`src/rtl/mem_sequencer_if.sv`:
```
// mem_sequencer_if: request, response and RAM-side wiring of the shared-RAM sequencer.
// Latency: none, this is pure wiring. master = the sequencer; slave = requesters plus RAM.
// Backpressure: requesters hold their request level and watch busy; there is no ready.
interface mem_sequencer_if #(
    parameter int ADDR_W = 32
);
    // requests
    logic              fetch_req;
    logic [ADDR_W-1:0] fetch_addr;
    logic              flush;
    logic              data_req;
    logic              data_we;
    logic [2:0]        data_funct3;
    logic [ADDR_W-1:0] data_addr;
    logic [31:0]       data_wdata;
    // RAM port
    logic              ram_en;
    logic              ram_we;
    logic [3:0]        ram_be;
    logic [ADDR_W-3:0] ram_addr;
    logic [31:0]       ram_wdata;
    logic [31:0]       ram_rdata;
    // responses
    logic [31:0]       inst;
    logic              inst_valid;
    logic [31:0]       load_data;
    logic              data_done;
    logic              misalign;
    logic              busy;

    modport master (
        input  fetch_req, fetch_addr, flush, data_req, data_we, data_funct3,
               data_addr, data_wdata, ram_rdata,
        output ram_en, ram_we, ram_be, ram_addr, ram_wdata,
               inst, inst_valid, load_data, data_done, misalign, busy
    );

    modport slave (
        output fetch_req, fetch_addr, flush, data_req, data_we, data_funct3,
               data_addr, data_wdata, ram_rdata,
        input  ram_en, ram_we, ram_be, ram_addr, ram_wdata,
               inst, inst_valid, load_data, data_done, misalign, busy
    );
endinterface

```
`src/rtl/mem_sequencer.sv`:
```
// mem_sequencer: shares one single-port RAM between instruction fetch and load/store.
// Latency: fetch/load pulse 2+RAM_LAT cycles after the accepting IDLE cycle; store done after 2.
// Backpressure: busy is high outside IDLE; requests are sampled only in IDLE, data before fetch.
// Ports: clk, reset (sync, active high), bus (mem_sequencer_if.master: requests, RAM port, responses).
module mem_sequencer #(
    parameter int RAM_LAT = 1,
    parameter int ADDR_W  = 32
) (
    input  logic            clk,
    input  logic            reset,
    mem_sequencer_if.master bus
);
    typedef enum logic [2:0] {IDLE, ISSUE, WAIT, STORE, RESP} state_t;

    state_t            state;
    state_t            state_nxt;
    logic [ADDR_W-1:0] addr_q;
    logic [2:0]        funct3_q;
    logic [31:0]       wdata_q;
    logic              is_fetch_q;
    logic [2:0]        cnt_q;
    logic              misalign_q;
    logic [31:0]       inst_q;
    logic [31:0]       load_q;

    logic              data_mis;
    logic              fetch_drop;
    logic [7:0]        rd_byte;
    logic [15:0]       rd_half;
    logic [31:0]       load_ext;
    logic [3:0]        st_be;
    logic [31:0]       st_wdata;

    // Undefined width codes fall into the word rule.
    function automatic logic misaligned(input logic [2:0] f3, input logic [1:0] a);
        case (f3)
            3'b000, 3'b100: misaligned = 1'b0;
            3'b001, 3'b101: misaligned = a[0];
            default:        misaligned = (a != 2'b00);
        endcase
    endfunction

    assign data_mis   = misaligned(bus.data_funct3, bus.data_addr[1:0]);
    // Only meaningful in ISSUE/WAIT/RESP; a flush never touches a data access.
    assign fetch_drop = is_fetch_q && bus.flush;

    // Load lane selection and extension.
    always_comb begin
        rd_byte  = 8'(bus.ram_rdata >> {addr_q[1:0], 3'b000});
        rd_half  = 16'(bus.ram_rdata >> {addr_q[1], 4'b0000});
        load_ext = bus.ram_rdata;
        case (funct3_q)
            3'b000:  load_ext = {{24{rd_byte[7]}}, rd_byte};
            3'b100:  load_ext = {24'h0, rd_byte};
            3'b001:  load_ext = {{16{rd_half[15]}}, rd_half};
            3'b101:  load_ext = {16'h0, rd_half};
            default: load_ext = bus.ram_rdata;
        endcase
    end

    // Store lanes: narrow data is replicated so the RAM only needs the byte enables.
    always_comb begin
        st_be    = 4'b1111;
        st_wdata = wdata_q;
        case (funct3_q)
            3'b000: begin
                st_be    = 4'b0001 << addr_q[1:0];
                st_wdata = {4{wdata_q[7:0]}};
            end
            3'b001: begin
                st_be    = 4'b0011 << addr_q[1:0];
                st_wdata = {2{wdata_q[15:0]}};
            end
            default: begin
                st_be    = 4'b1111;
                st_wdata = wdata_q;
            end
        endcase
    end

    // Next state and state-decoded outputs; RAM port is zero whenever it is not strobed.
    always_comb begin
        state_nxt      = state;
        bus.ram_en     = 1'b0;
        bus.ram_we     = 1'b0;
        bus.ram_be     = 4'b0000;
        bus.ram_addr   = '0;
        bus.ram_wdata  = 32'h0;
        bus.inst_valid = 1'b0;
        bus.data_done  = 1'b0;
        case (state)
            IDLE: begin
                if (bus.data_req) begin
                    if (!data_mis) state_nxt = bus.data_we ? STORE : ISSUE;
                end else if (bus.fetch_req) begin
                    state_nxt = ISSUE;
                end
            end
            ISSUE: begin
                bus.ram_en   = 1'b1;
                bus.ram_addr = addr_q[ADDR_W-1:2];
                state_nxt    = fetch_drop ? IDLE : WAIT;
            end
            WAIT: begin
                if (fetch_drop)        state_nxt = IDLE;
                else if (cnt_q == 3'd0) state_nxt = RESP;
            end
            STORE: begin
                bus.ram_en    = 1'b1;
                bus.ram_we    = 1'b1;
                bus.ram_be    = st_be;
                bus.ram_addr  = addr_q[ADDR_W-1:2];
                bus.ram_wdata = st_wdata;
                state_nxt     = RESP;
            end
            RESP: begin
                bus.inst_valid = is_fetch_q && !bus.flush;
                bus.data_done  = !is_fetch_q;
                state_nxt      = IDLE;
            end
            default: state_nxt = IDLE;
        endcase
    end

    always_ff @(posedge clk) begin
        if (reset) begin
            state      <= IDLE;
            addr_q     <= '0;
            funct3_q   <= 3'b000;
            wdata_q    <= 32'h0;
            is_fetch_q <= 1'b0;
            cnt_q      <= 3'd0;
            misalign_q <= 1'b0;
            inst_q     <= 32'h0;
            load_q     <= 32'h0;
        end else begin
            state      <= state_nxt;
            misalign_q <= 1'b0;
            case (state)
                IDLE: begin
                    if (bus.data_req) begin
                        addr_q     <= bus.data_addr;
                        funct3_q   <= bus.data_funct3;
                        wdata_q    <= bus.data_wdata;
                        is_fetch_q <= 1'b0;
                        misalign_q <= data_mis;
                    end else if (bus.fetch_req) begin
                        addr_q     <= bus.fetch_addr;
                        is_fetch_q <= 1'b1;
                    end
                end
                // Counter restarts on every issue, so a read left over from a
                // dropped fetch can never line up with the capture point.
                ISSUE: cnt_q <= 3'(RAM_LAT - 1);
                WAIT: begin
                    if (cnt_q != 3'd0) begin
                        cnt_q <= cnt_q - 3'd1;
                    end else if (!fetch_drop) begin
                        if (is_fetch_q) inst_q <= bus.ram_rdata;
                        else            load_q <= load_ext;
                    end
                end
                default: ;
            endcase
        end
    end

    assign bus.busy      = (state != IDLE);
    assign bus.misalign  = misalign_q;
    assign bus.inst      = inst_q;
    assign bus.load_data = load_q;
endmodule
```
`src/flat_wrapper.sv`:
```
// flat-port wrapper written by rule: the top's interface ports become plain ports
module mem_sequencer_flat 
#(
    parameter int RAM_LAT = 1,
    parameter int ADDR_W  = 32
)
  (clk, reset, bus_fetch_req, bus_fetch_addr, bus_flush, bus_data_req, bus_data_we, bus_data_funct3, bus_data_addr, bus_data_wdata, bus_ram_rdata, bus_ram_en, bus_ram_we, bus_ram_be, bus_ram_addr, bus_ram_wdata, bus_inst, bus_inst_valid, bus_load_data, bus_data_done, bus_misalign, bus_busy);
  mem_sequencer_if #(.ADDR_W(ADDR_W)) bus_i ();
  input  logic clk;
  input  logic reset;
  input wire logic [$bits(bus_i.fetch_req)-1:0] bus_fetch_req;
  input wire logic [$bits(bus_i.fetch_addr)-1:0] bus_fetch_addr;
  input wire logic [$bits(bus_i.flush)-1:0] bus_flush;
  input wire logic [$bits(bus_i.data_req)-1:0] bus_data_req;
  input wire logic [$bits(bus_i.data_we)-1:0] bus_data_we;
  input wire logic [$bits(bus_i.data_funct3)-1:0] bus_data_funct3;
  input wire logic [$bits(bus_i.data_addr)-1:0] bus_data_addr;
  input wire logic [$bits(bus_i.data_wdata)-1:0] bus_data_wdata;
  input wire logic [$bits(bus_i.ram_rdata)-1:0] bus_ram_rdata;
  output wire logic [$bits(bus_i.ram_en)-1:0] bus_ram_en;
  output wire logic [$bits(bus_i.ram_we)-1:0] bus_ram_we;
  output wire logic [$bits(bus_i.ram_be)-1:0] bus_ram_be;
  output wire logic [$bits(bus_i.ram_addr)-1:0] bus_ram_addr;
  output wire logic [$bits(bus_i.ram_wdata)-1:0] bus_ram_wdata;
  output wire logic [$bits(bus_i.inst)-1:0] bus_inst;
  output wire logic [$bits(bus_i.inst_valid)-1:0] bus_inst_valid;
  output wire logic [$bits(bus_i.load_data)-1:0] bus_load_data;
  output wire logic [$bits(bus_i.data_done)-1:0] bus_data_done;
  output wire logic [$bits(bus_i.misalign)-1:0] bus_misalign;
  output wire logic [$bits(bus_i.busy)-1:0] bus_busy;
  assign bus_i.fetch_req = bus_fetch_req;
  assign bus_i.fetch_addr = bus_fetch_addr;
  assign bus_i.flush = bus_flush;
  assign bus_i.data_req = bus_data_req;
  assign bus_i.data_we = bus_data_we;
  assign bus_i.data_funct3 = bus_data_funct3;
  assign bus_i.data_addr = bus_data_addr;
  assign bus_i.data_wdata = bus_data_wdata;
  assign bus_i.ram_rdata = bus_ram_rdata;
  assign bus_ram_en = bus_i.ram_en;
  assign bus_ram_we = bus_i.ram_we;
  assign bus_ram_be = bus_i.ram_be;
  assign bus_ram_addr = bus_i.ram_addr;
  assign bus_ram_wdata = bus_i.ram_wdata;
  assign bus_inst = bus_i.inst;
  assign bus_inst_valid = bus_i.inst_valid;
  assign bus_load_data = bus_i.load_data;
  assign bus_data_done = bus_i.data_done;
  assign bus_misalign = bus_i.misalign;
  assign bus_busy = bus_i.busy;
  mem_sequencer #(.RAM_LAT(RAM_LAT), .ADDR_W(ADDR_W)) u_core (.clk(clk), .reset(reset), .bus(bus_i));
endmodule
```
`config.mk`:
```
export PLATFORM = sky130hd
export DESIGN_NAME = mem_sequencer_flat
export DESIGN_NICKNAME = d
export VERILOG_FILES = /design/src/rtl/mem_sequencer_if.sv /design/src/rtl/mem_sequencer.sv /design/src/flat_wrapper.sv
export SDC_FILE = /design/constraint.sdc
export NUM_CORES = 1
export LEC_CHECK = 0
export CAP_MARGIN = 15
export CORE_ASPECT_RATIO = 1.1
export CORE_MARGIN = 3
export CORE_UTILIZATION = 39
export CTS_CLUSTER_DIAMETER = 60
export CTS_CLUSTER_SIZE = 25
export DETAILED_ROUTE_END_ITERATION = 16
export PLACE_DENSITY = 0.84
export SLEW_MARGIN = 10
export SYNTH_ARGS = -nofsm -noshare
export SYNTH_HDL_FRONTEND = slang
export SYNTH_SLANG_ARGS = --single-unit
```
`constraint.sdc`:
```
create_clock -name clk -period 1.9 [get_ports clk]
set_clock_uncertainty 0.2 [all_clocks]
set_input_delay 0.475 -clock clk [delete_from_list [all_inputs] [get_ports clk]]
set_output_delay 0.475 -clock clk [all_outputs]
set_load 0.1 [all_outputs]
```
==> summary.md, run 1 <==
| Metric | Value |
|---|---|
| Hold WC Path Type | `in -> reg` |
| Status | `complete, but fails checks` |
| Root buffer cell | `clkbuf_16` |
| Most common cell in the netlist | `nand2_1` |
| Syn Nets | `952` |
| Static Leak | `roughly 5 nW` |
| Core area | `16500 µm²` |
| Synth warn | `0` |
| CTS clk-pin slew, worst paths | `approximately 0.060 ns` |
| Final Wtd Congestion | `~0.89` |
| Share of the synthesized area in the top cell type | `between 40 and 50%` |
| Max FO, Critical Path | `8` |
| Hold Buf Count CTS | `0` |
| Starting density of the core | `between 40% and 50%` |
| DP HPWL | `just under 20 mm` |
| XOR/XNOR Fraction of Synth Area | `0%` |
| WP data required | `between 1 and 1.5 ns` |
| Final setup vio count | `85` |
| Placed Area | `11900 µm²` |
| Setup Crit Path Kind | `reg -> out` |
| Pwr dens | `811 nW/µm²` |
| Synth Instances | `between 800 and 900` |
| Num rows | `49` |
| Startpoint Class | `flip-flop` |
| Crit path DAT | `approximately 1.8 ns` |
| Clock sinks | `139` |
| Clock latency on the worst-skew pair | `0.42 ns` |
| Leading area contributor after synthesis | `dfxtp_1` |
| DRT Wirelength | `31.4 mm` |
| First-pass GRT wire length | `44.6 mm` |
| Async SR Flop Fraction | `0%` |
| Die width | `130 µm` |
| Via total after detailed routing | `7969` |
| Ys flop type | `dfxtp_1` |
| Die H | `about 140 µm` |
| Fmax | `398 MHz` |
| Initial drt markers | `719` |
| Layout cells sized above 1 | `40.9%` |
| Synth Cell Area | `between 6000 and 7000 µm²` |
| RSZ-0062 raised after global routing | `true` |
| Post-synthesis simple-gate area fraction | `22.2%` |
| Overflow after GRT | `0` |
| Least-Margin Pin Slew | `approximately 0.44 ns` |
| Final Hold Slack | `around 0.17 ns` |
| Via density | `roughly 5.7` |
| Drt pass-1 iters | `7` |
| Final worst slack | `-0.609 ns` |
| Clock tree buffer depth | `2` |
| Fin crit period | `2.51 ns` |
| CTS tree | `built` |
| Fin crit share | `132%` |
| Setup crit end kind | `output port` |
| Setup_tns | `-32.43 ns` |
| Io pins | `273` |
| Largest family of logic cells by synthesized area | `simple AND/OR/NAND/NOR gates` |
| Slew Limit Fails | `0` |
| Register Area | `2810 µm²` |
| DRT antenna net count | `0` |
| Antenna violations before repair | `1` |
| Synth top area cells | `dfxtp_1, nand2_1, mux2i_1` |
| Most frequent cells after synthesis | `nand2_1, dfxtp_1, a21oi_1` |
| Num CTS Buffers | `17` |
| Post-synthesis sequential area ratio | `between 40% and 50%` |
| Die area | `between 15000 and 20000 µm²` |
| Gr usage total | `a little under a third` |
| Port bufs | `~270` |
| Fill cells | `818` |
| H-tree lvl count | `4` |
| Area occupied by multi-input gates | `roughly 4300 µm²` |
| Synthesized area per cell | `8.12 µm²` |
| Multiplexer share of the synthesized area | `a little under 9%` |
| Nets | `roughly 1300` |
| Failing checks | `setup timing` |
| Largest net degree at the start of global routing | `58` |
| Complex-gate fraction of the synthesized area | `slightly above 20%` |
| Post-synth EDFFs | `0` |
| Worst vdd ir | `about 680 µV` |
| Number of global-route vias before repair | `8152` |
| DR WL/cell | `22.6 µm` |
| Hold Fails Final Rpt | `0` |
| Synthesized flop and latch total | `~140` |
| Drt drc | `0` |
| Final Cell Area | `13700 µm²` |
| Max-cap viol count | `0` |
| Synth Area in Adders | `less than 1%` |
| Area growth syn-to-layout | `108%` |
| Slew headroom | `a little over two thirds` |
| Distinct cells, synth | `46` |
## registers in the layout, summed over array words and instances, names as in the netlist
register / cells
u_core.addr_q: 32
u_core.bus.inst: 32
u_core.bus.load_data: 32
u_core.bus.misalign: 1
u_core.cnt_q: 3
u_core.funct3_q: 3
u_core.is_fetch_q: 1
u_core.state: 3
u_core.wdata_q: 32
## cells by family after synthesis
kind of cell,after synthesis
multiplexers,58
flip-flops,139
AND/OR/NAND/NOR,334
adder cells (fa/ha/maj),2
AO/OA/AOI/OAI,202
buffers and inverters,78
## worst max-delay path: stages, from the launching register on
cell	delay (ns)
dfxtp_2	0.32
or2_4	0.28
nor2_4	0.13
buf_12	0.17
nand2_4	0.08
a21oi_4	0.21
buf_12	0.21
## repair_timing
item                       4_1_cts  5_1_grt
setup buffers                   15       11
cloned                          10        8
gates resized for setup         93       75
setup endpoints to repair      107      147
pin swaps                       27       56
## stage by stage
| step | worst slack (ns) | power [mW] | utilization [%] | std cells |
|---|---|---|---|---|
| floorplan | -0.471 | 5.56 | - | 813 |
| global placement | -0.261 | 6.93 | 72.4 | 1315 |
| detailed placement | -0.364 | 7.02 | 72.4 | 1315 |
| CTS | -0.523 | 10.7 | 80.0 | 1370 |
| global route | -0.625 | 11.4 | 83.0 | 1386 |
| finish | -0.609 | 11.1 | 83.0 | 1386 |
## layout by cell type (no fill, tap or decap), types with 7 or more instances in the layout
| cell type | instances |
|---|---|
| a211oi_1 | 28 |
| a211oi_2 | 30 |
| a211oi_4 | 10 |
| a21oi_1 | 72 |
| a21oi_4 | 17 |
| a22oi_1 | 9 |
| and2_4 | 32 |
| and3_4 | 10 |
| buf_12 | 157 |
| buf_4 | 82 |
| buf_6 | 13 |
| clkbuf_16 | 25 |
| clkdlybuf4s50_1 | 133 |
| dfxtp_1 | 129 |
| mux2i_1 | 44 |
| nand2_1 | 176 |
| nand2_4 | 7 |
| nor2_1 | 66 |
| nor2_4 | 12 |
| o21ai_0 | 9 |
## routing by layer
layer / track usage [%] / part of all wire (%) / vias up
met2: 55.0 / 51 / 540
met4: 20.1 / 7.4 / 0
met3: 6.42 / 7.9 / 156
met5: 0 / 0 / -
met1: 33.3 / 33 / 3765
li1: - / - / 3508
## path summary, 6_finish.rpt
path	from	end	slack (ns)	cells after the start
worst min-delay path	reset	u_core.wdata_q[26]$_SDFFE_PP0N_	0.17	2
worst max-delay path	u_core.funct3_q[2]$_SDFFE_PP0N_	bus_ram_wdata[13]	-0.61	6
worst min register to register	u_core.wdata_q[20]$_SDFFE_PP0N_	u_core.wdata_q[20]$_SDFFE_PP0N_	0.26	2
worst max register to register	u_core.cnt_q[1]$_SDFFE_PP0P_	u_core.bus.load_data[28]$_SDFFE_PP0P_	-0.02	7
## report_power, final
group	internal (mW)	switching, mW
combinational	1.94	2.46
sequential	3.18	0.245
clock	1.95	1.33
## area by class of cell
cell class	count	share of cell area, %
inverter	7	0.256
antenna	1	0.0183
tap	204	1.86
timing repair buffer	408	41.8
clock inverter	11	0.886
sequential	139	20.5
multi-input combinational	597	31.4
clock buffer	19	3.24
Note: power is estimated with default switching activity, not from simulation.
==> run 2, diff against run 1 <==
--- a/config.mk
+++ b/config.mk
@@ -5,7 +5,7 @@
 export SDC_FILE = /design/constraint.sdc
 export NUM_CORES = 1
 export LEC_CHECK = 0
-export CAP_MARGIN = 15
+export CAP_MARGIN = 0
 export CORE_ASPECT_RATIO = 1.1
 export CORE_MARGIN = 3
 export CORE_UTILIZATION = 39
==> results of run 2 <==
Same layout as run 1: the final DEF is identical, and so are final timing and power.
==> run 3, diff against run 2 <==
--- a/config.mk
+++ b/config.mk
@@ -10,7 +10,6 @@
 export CORE_MARGIN = 3
 export CORE_UTILIZATION = 39
 export CTS_CLUSTER_DIAMETER = 60
-export CTS_CLUSTER_SIZE = 25
 export DETAILED_ROUTE_END_ITERATION = 16
 export PLACE_DENSITY = 0.84
 export SLEW_MARGIN = 10
==> results of run 3 <==
Same layout as run 1: the final DEF is identical, and so are final timing and power.
